===== config.mk =====
export PLATFORM = sky130hd
export DESIGN_NAME = spi_byte_xfer
export DESIGN_NICKNAME = d
export VERILOG_FILES = /design/src/rtl/spi_byte_xfer.sv
export SDC_FILE = /design/constraint.sdc
export NUM_CORES = 1
export LEC_CHECK = 0
export CAP_MARGIN = 10
export CORE_UTILIZATION = 52
export DETAILED_ROUTE_END_ITERATION = 8
export PLACE_DENSITY = 0.82
export SYNTH_ARGS = -nofsm -noshare
export SYNTH_HDL_FRONTEND = slang
export SYNTH_SLANG_ARGS = --single-unit

===== constraint.sdc =====
create_clock -name clk -period 2.99 [get_ports clk]
set_input_delay 0.598 -clock clk [delete_from_list [all_inputs] [get_ports clk]]
set_output_delay 0.598 -clock clk [all_outputs]
set_load 0.1 [all_outputs]

===== src/rtl/spi_byte_xfer.sv =====
// -----------------------------------------------------------------------------
// spi_byte_xfer
//   Single-byte, full-duplex SPI master, mode 0 (SCLK idles low, MISO sampled
//   on the rising SCLK edge, MOSI shifted on the falling edge). A sequencer
//   streams bytes with send_request / processing / data_valid; cs_at_end lets
//   it keep chip-select low across a multi-byte burst.
//
// Build option: define SPI_LSB_FIRST_EN to shift LSB first in both directions
//   (MOSI sends din[0] first, first received bit lands in dout[0]).
//
// Parameters
//   CLK_DIV      clk cycles per SCLK half-period (>= 1)
// Ports
//   clk          in   system clock, all logic on rising edge
//   reset        in   synchronous active-high reset (aborts a transfer)
//   send_request in   start strobe, only honoured while idle
//   din[7:0]     in   byte to transmit, captured at start
//   cs_at_end    in   1: release cs after the byte, 0: keep cs low
//   miso         in   serial data from slave
//   mosi         out  serial data to slave
//   sclk         out  serial clock
//   cs           out  active-low chip select
//   dout[7:0]    out  last received byte
//   data_valid   out  high from end of transfer until next start
//   processing   out  high while a byte is being shifted (16*CLK_DIV cycles)
//   bit_counter  out  bits completed in current/last transfer (0..8)
// -----------------------------------------------------------------------------
module spi_byte_xfer #(
  parameter int CLK_DIV = 1
) (
  input  logic       clk,
  input  logic       reset,
  input  logic       send_request,
  input  logic [7:0] din,
  input  logic       cs_at_end,
  input  logic       miso,
  output logic       mosi,
  output logic       sclk,
  output logic       cs,
  output logic [7:0] dout,
  output logic       data_valid,
  output logic       processing,
  output logic [3:0] bit_counter
);

  localparam int            DW       = (CLK_DIV > 1) ? $clog2(CLK_DIV) : 1;
  localparam logic [DW-1:0] DIV_LAST = DW'(CLK_DIV - 1);

  // S_LOW / S_HIGH are the two SCLK half-periods of the current bit.
  typedef enum logic [1:0] {S_IDLE, S_LOW, S_HIGH} state_t;

  state_t        r_state, w_state_nxt;
  logic [DW-1:0] r_div_cnt;
  logic [7:0]    r_tx, r_rx, r_dout;
  logic [3:0]    r_bit_cnt;
  logic          r_cs, r_dv;
  logic          w_phase_end, w_start, w_rise, w_fall, w_done;

  assign w_phase_end = (r_div_cnt == DIV_LAST);

  always_ff @(posedge clk) begin
    if (reset) r_state <= S_IDLE;
    else       r_state <= w_state_nxt;
  end

  always_comb begin
    w_state_nxt = r_state;
    w_start     = 1'b0;
    w_rise      = 1'b0;
    w_fall      = 1'b0;
    w_done      = 1'b0;
    case (r_state)
      S_IDLE: if (send_request) begin
        w_start     = 1'b1;
        w_state_nxt = S_LOW;
      end
      S_LOW: if (w_phase_end) begin
        w_rise      = 1'b1;
        w_state_nxt = S_HIGH;
      end
      S_HIGH: if (w_phase_end) begin
        w_fall = 1'b1;
        // The 8th falling edge ends the byte; going idle here is what
        // makes a held request produce exactly one idle cycle between bytes.
        if (r_bit_cnt == 4'd7) begin
          w_done      = 1'b1;
          w_state_nxt = S_IDLE;
        end else begin
          w_state_nxt = S_LOW;
        end
      end
      default: w_state_nxt = S_IDLE;
    endcase
  end

  always_ff @(posedge clk) begin
    if (reset) begin
      r_div_cnt <= '0;
      r_tx      <= '0;
      r_rx      <= '0;
      r_dout    <= '0;
      r_bit_cnt <= '0;
      r_cs      <= 1'b1;
      r_dv      <= 1'b0;
    end else begin
      // Half-period counter restarts at each phase boundary and stays
      // cleared while idle so every transfer starts aligned.
      if (r_state == S_IDLE || w_phase_end) r_div_cnt <= '0;
      else                                  r_div_cnt <= r_div_cnt + 1'b1;

      if (w_start) begin
        r_tx      <= din;
        r_bit_cnt <= '0;
        r_cs      <= 1'b0;
        r_dv      <= 1'b0;
      end

`ifdef SPI_LSB_FIRST_EN
      if (w_rise) r_rx <= {miso, r_rx[7:1]};
      if (w_fall) r_tx <= {1'b0, r_tx[7:1]};
`else
      if (w_rise) r_rx <= {r_rx[6:0], miso};
      if (w_fall) r_tx <= {r_tx[6:0], 1'b0};
`endif

      if (w_fall) r_bit_cnt <= r_bit_cnt + 4'd1;

      // r_rx already holds all 8 bits: the last rise precedes this fall.
      if (w_done) begin
        r_dout <= r_rx;
        r_dv   <= 1'b1;
        r_cs   <= cs_at_end;
      end
    end
  end

  assign processing  = (r_state != S_IDLE);
  assign sclk        = (r_state == S_HIGH);
`ifdef SPI_LSB_FIRST_EN
  assign mosi        = processing & r_tx[0];
`else
  assign mosi        = processing & r_tx[7];
`endif
  assign cs          = r_cs;
  assign dout        = r_dout;
  assign data_valid  = r_dv;
  assign bit_counter = r_bit_cnt;

endmodule


## Yosys cells after proc, flatten, opt, wreduce, memory -nomap -nowiden

Index checks and enable logic that the tools add are counted.

- Add/sub/neg operators: 2
- Equal/unequal tests: 6
- Mux-type cells: 20
- Bitwise gates (word level): 2
- Reductions and logical operators: 8

Operator list:

| operator | number |
|---|---|
| 8-bit 2-to-1 mux | 2 |
| 1-bit 2-to-1 mux | 12 |
| 4-bit 2-to-1 mux | 2 |
| 2-bit 2-to-1 mux | 3 |
| 2-bit != test, second input constant | 3 |
| 2-bit one-hot mux with 3 select lines | 1 |
| 2-bit nonzero test | 3 |
| 4-bit by 1-bit adder with 4-bit output, second input constant | 1 |
| 4-bit by 3-bit == test with 1-bit output, second input constant | 1 |
| 2-bit OR reduction | 2 |
| 3-bit AND reduction | 1 |
| 2-bit by 1-bit == test with 1-bit output, second input constant | 1 |
| 2-bit == test, second input constant | 1 |
| 2-bit logical NOT | 1 |
| 1-bit adder, second input constant | 1 |
| 1-bit bitwise AND | 1 |
| 1-bit logical OR | 1 |
| 1-bit NOT | 1 |

- Bits in registers: 33
- Input bits: 13
- Output and inout port bits: 17
- Logic and storage cells: 47

## Logic depth before layout (Yosys ltp)

- Depth after elaboration: 5
- Gate-level depth with buffers: 7

## Worst setup path after synthesis

Ideal clock, no wire load.

- Path type: reg-to-output
- Start point: register r_state[0]
- End point: output mosi
- Data arrival time: 1.932 ns
- Data required time: 2.392 ns
- Slack: 0.460 ns
- Cell stages (with the launch flop): 5
- Path buffers: 1
- Path through: dfxtp_1 -> buf_6 -> nor2_1 -> inv_1 -> and2_1

- Longest elaborated chain between the ends: 2

Ends and longest elaborated chain:

| element | line | RTL |
|---|---|---|
| start, declared | 52 | `state_t r_state, w_state_nxt;` |
| start signal, assigned | 63 | `else r_state <= w_state_nxt;` |
| 2-bit nonzero test | 137 | `assign processing = (r_state != S_IDLE);` |
| net processing | 42 | `output logic processing,` |
| 1-bit bitwise AND | 142 | `assign mosi = processing & r_tx[7];` |
| end, declared | 37 | `output logic mosi,` |

The timed path passes the listed nets, and every way through them passes these cells.

## Worst setup path in the final report

- Start point: register r_state[1]
- End point: register r_cs, in the netlist cs

- Longest elaborated chain between the ends: 3

Ends and longest elaborated chain:

| element | line | RTL |
|---|---|---|
| 2-bit == test / 2-bit logical NOT (equally long branches) | 72 | `case (r_state)` |
| 1-bit 2-to-1 mux | 72 |  |
| 1-bit 2-to-1 mux / 2-bit nonzero test (equally long branches) | - |  |
| end signal, assigned | 132 | `r_cs <= cs_at_end;` |
| end, declared | 56 | `logic r_cs, r_dv;` |

Several ways; a longest one is shown, not always the timed one.
A chain may end at the register's enable or synchronous reset.

==> flow_summary.yaml <==
run_status:
  status: "completed"
die:
  die-area_mm2: 0.00276
  design.core.area_mm2: 0.00230
  start_util: 0.577
  die_y_um: 52.5
  num_rows: 17
  die_w_um: 52.5
  boundaryPins: 30
synthesis:
  synth.largest_area_cell: "dfxtp_1"
  synthArstFlopShare: 0
  synthCells: 143
  synth_area_mm2: 0.00133
  yosys_most_used_dff: "dfxtp_1"
  ys_warn_count: 0
  yosysUniqueCellTypes: 26
  ys_ff_latch: 33
  synth-seq-area-share: 0.498
  synth-edff-count: 0
  ys_top_cells_by_area: "dfxtp_1 50%, mux2i_1 13%, nor2_1 9.3%, a211oi_1 5.1%, a21oi_1 4.5%"
  postSynthAreaPerCell_um2: 9.27
  yosys.area.top_type_share: 0.498
  syn-num-nets: 157
worst_setup_path:
  crit_path_end_kind: "flop"
  cp_cell_sequence: "or3b_1 > nor2_4 > and3b_1 > a211o_1"
  arrival_ns: 2.24
  criticalPathCategory: "flop to flop"
  path_delay_family: "simple AND/OR/NAND/NOR gates"
  cp_slowest_stage_delay_ns: 0.57
  cp.required_ns: 3.23
  critPathMaxFanout: 11
  crit_buf_inv: 0
  start_kind: "flop"
  slowest_stage: "or3b_1"
clock_tree:
  cts.repair.resized: 0
  clockRootBuffer: "clkbuf_4"
  cts_tree: "done"
  path_clk_slew_ns: 0.11
  clkLatencyLatePin_ns: 0.34
  cts_sinks: 33
  clk_path_buf_depth: 2
  numCtsBuffers: 5
  postCtsSetupBuffers: 0
  cts_max_level: 2
  cts_hold_buf: 0
drt:
  vias: 1087
  antenna_left: 0
  drtIter0Drc: 32
  dr.pass1.iters: 4
  drc: 0
  wire_per_inst_um: 12.8
  wirelength_um: 2580
  vias_per_cell: 5.41
sta:
  fin_crit_ns: 2.00
  relSlewSlack: 0.501
  fin_skew_ns: 0.0133
  drv_slew: 0
  final-hold-violation-count: 0
  finalSetupViolations: 0
  period_share: 0.669
  tightest_slew_ns: 0.746
  max_clock_freq_mhz: 500
  tns_ns: 0
  rsz0062_at_grt: "no"
global_route:
  antenna_found_initial: 0
  grtUsageTotal: 0.215
  grt_pass1_wl_um: 4150
  grt_overflow: 0
  grt_max_degree: 21
  grt_pass1_vias: 921
pwr:
  power_density_mw_per_mm2: 511
  p_leak_uw: 0.000659
  ir_drop_mv: 0.385
place:
  portBuffers: 29
  dp_cells: 193
  dpl.hpwl_um: 1820
  gp_congestion: 0.763
finish:
  layout.nets: 186
  drive_gt1_frac: 0.162
  antennaDiodeCount: 0
  finalNonFillerCells: 201
  syn_to_final_growth_pct: 22.3
worst_hold_path:
  hp-class: "flop to flop"
run:
  drv_cap: 0
[through the flow]
step	setup slack (ns)	area [um2]	hold WS (ns)	power, uW	utilization
after global placement	0.887	1570	0.470	589	0.682
after floorplan	0.460	1330	0.460	560	-
after global routing	0.906	1620	0.533	871	0.706
after CTS	0.981	1620	0.510	833	0.706
after detailed placement	0.806	1570	0.490	593	0.682
final	0.989	1620	0.507	829	0.706
[worst reg2reg max path, cell delays in order (launching register included)]
cell and delay (ns):
dfxtp_1 0.45, or3b_1 0.57, nor2_4 0.41, and3b_1 0.23, a211o_1 0.26
[cells in the mapped netlist (2+ instances only)]
cell type,count
dfxtp_1,33
nor2_1,33
mux2i_1,17
a21oi_1,12
a211oi_1,9
nand2_1,9
clkbuf_1,5
buf_6,3
nand2b_1,3
a21o_1,2
nand3b_1,2
[flip-flops by register name (all words and copies together), names as in the netlist]
name         flops
dout             8
r_rx             8
r_tx             8
bit_counter      4
r_state          2
cs               1
data_valid       1
r_div_cnt        1
[path summary, 6_finish.rpt]
check | slack, ns | startpoint | depth (start not counted) | endpoint
setup / recovery | 0.99 | r_state[1]$_SDFFE_PP0P_ | 4 | cs$_SDFFE_PP1P_
hold / removal | 0.51 | r_tx[7]$_SDFFE_PP0P_ | 2 | r_tx[7]$_SDFFE_PP0P_
setup reg to reg | 0.99 | r_state[1]$_SDFFE_PP0P_ | 4 | cs$_SDFFE_PP1P_
hold reg to reg | 0.51 | r_tx[7]$_SDFFE_PP0P_ | 2 | r_tx[7]$_SDFFE_PP0P_
[layout make-up]
| class | instances | area, um2 |
|---|---|---|
| clock inverters | 3 | 17.5 |
| well taps | 28 | 35.0 |
| repair buffers | 31 | 263 |
| inverters | 1 | 3.75 |
| multi-input cells | 100 | 604 |
| flip-flops and latches | 33 | 661 |
| fillers | 180 | 676 |
| clock buffers | 5 | 37.5 |
[where the power goes]
part           leakage [uW]  internal (uW)  switching, uW
logic              0.000359           43.6           73.4
clock network     0.0000310           88.6            157
registers          0.000269            455           11.6
[routing by layer]
| layer | part of all wire | track usage | vias up | wire length [um] |
|---|---|---|---|---|
| met2 | 0.47 | 0.306 | 32 | 1220 |
| met4 | 0.013 | 0.0921 | 0 | 34 |
| met1 | 0.46 | 0.273 | 507 | 1180 |
| li1 | - | - | 544 | - |
| met5 | 0 | 0 | - | 0 |
| met3 | 0.056 | 0.101 | 4 | 145 |
[cell families (layout without fill, tap and decap cells)]
| logic type | Yosys count | count (layout) | share of synthesized area |
|---|---|---|---|
| other | 1 | 1 | 0.00283 |
| and+or+nand+nor | 55 | 55 | 0.189 |
| AOI/OAI and AO/OA | 26 | 26 | 0.126 |
| buffers and inverters | 10 | 40 | 0.0462 |
| adders and majority gates | 1 | 1 | 0.00943 |
| muxes | 17 | 17 | 0.128 |
| DFF | 33 | 33 | 0.498 |
[placed cells by master, fill, tap and decap left out, drive strengths merged, types with 2 or more instances in the layout]
cell type / count
mux2i: 17
a211oi: 9
clkbuf: 5
clkinv: 2
nor2: 34
nand2: 9
dfxtp: 33
nand2b: 3
a21o: 2
buf: 19
clkdlybuf4s50: 12
a21oi: 12
nand3b: 2
Power figures use the tool's default switching activity.
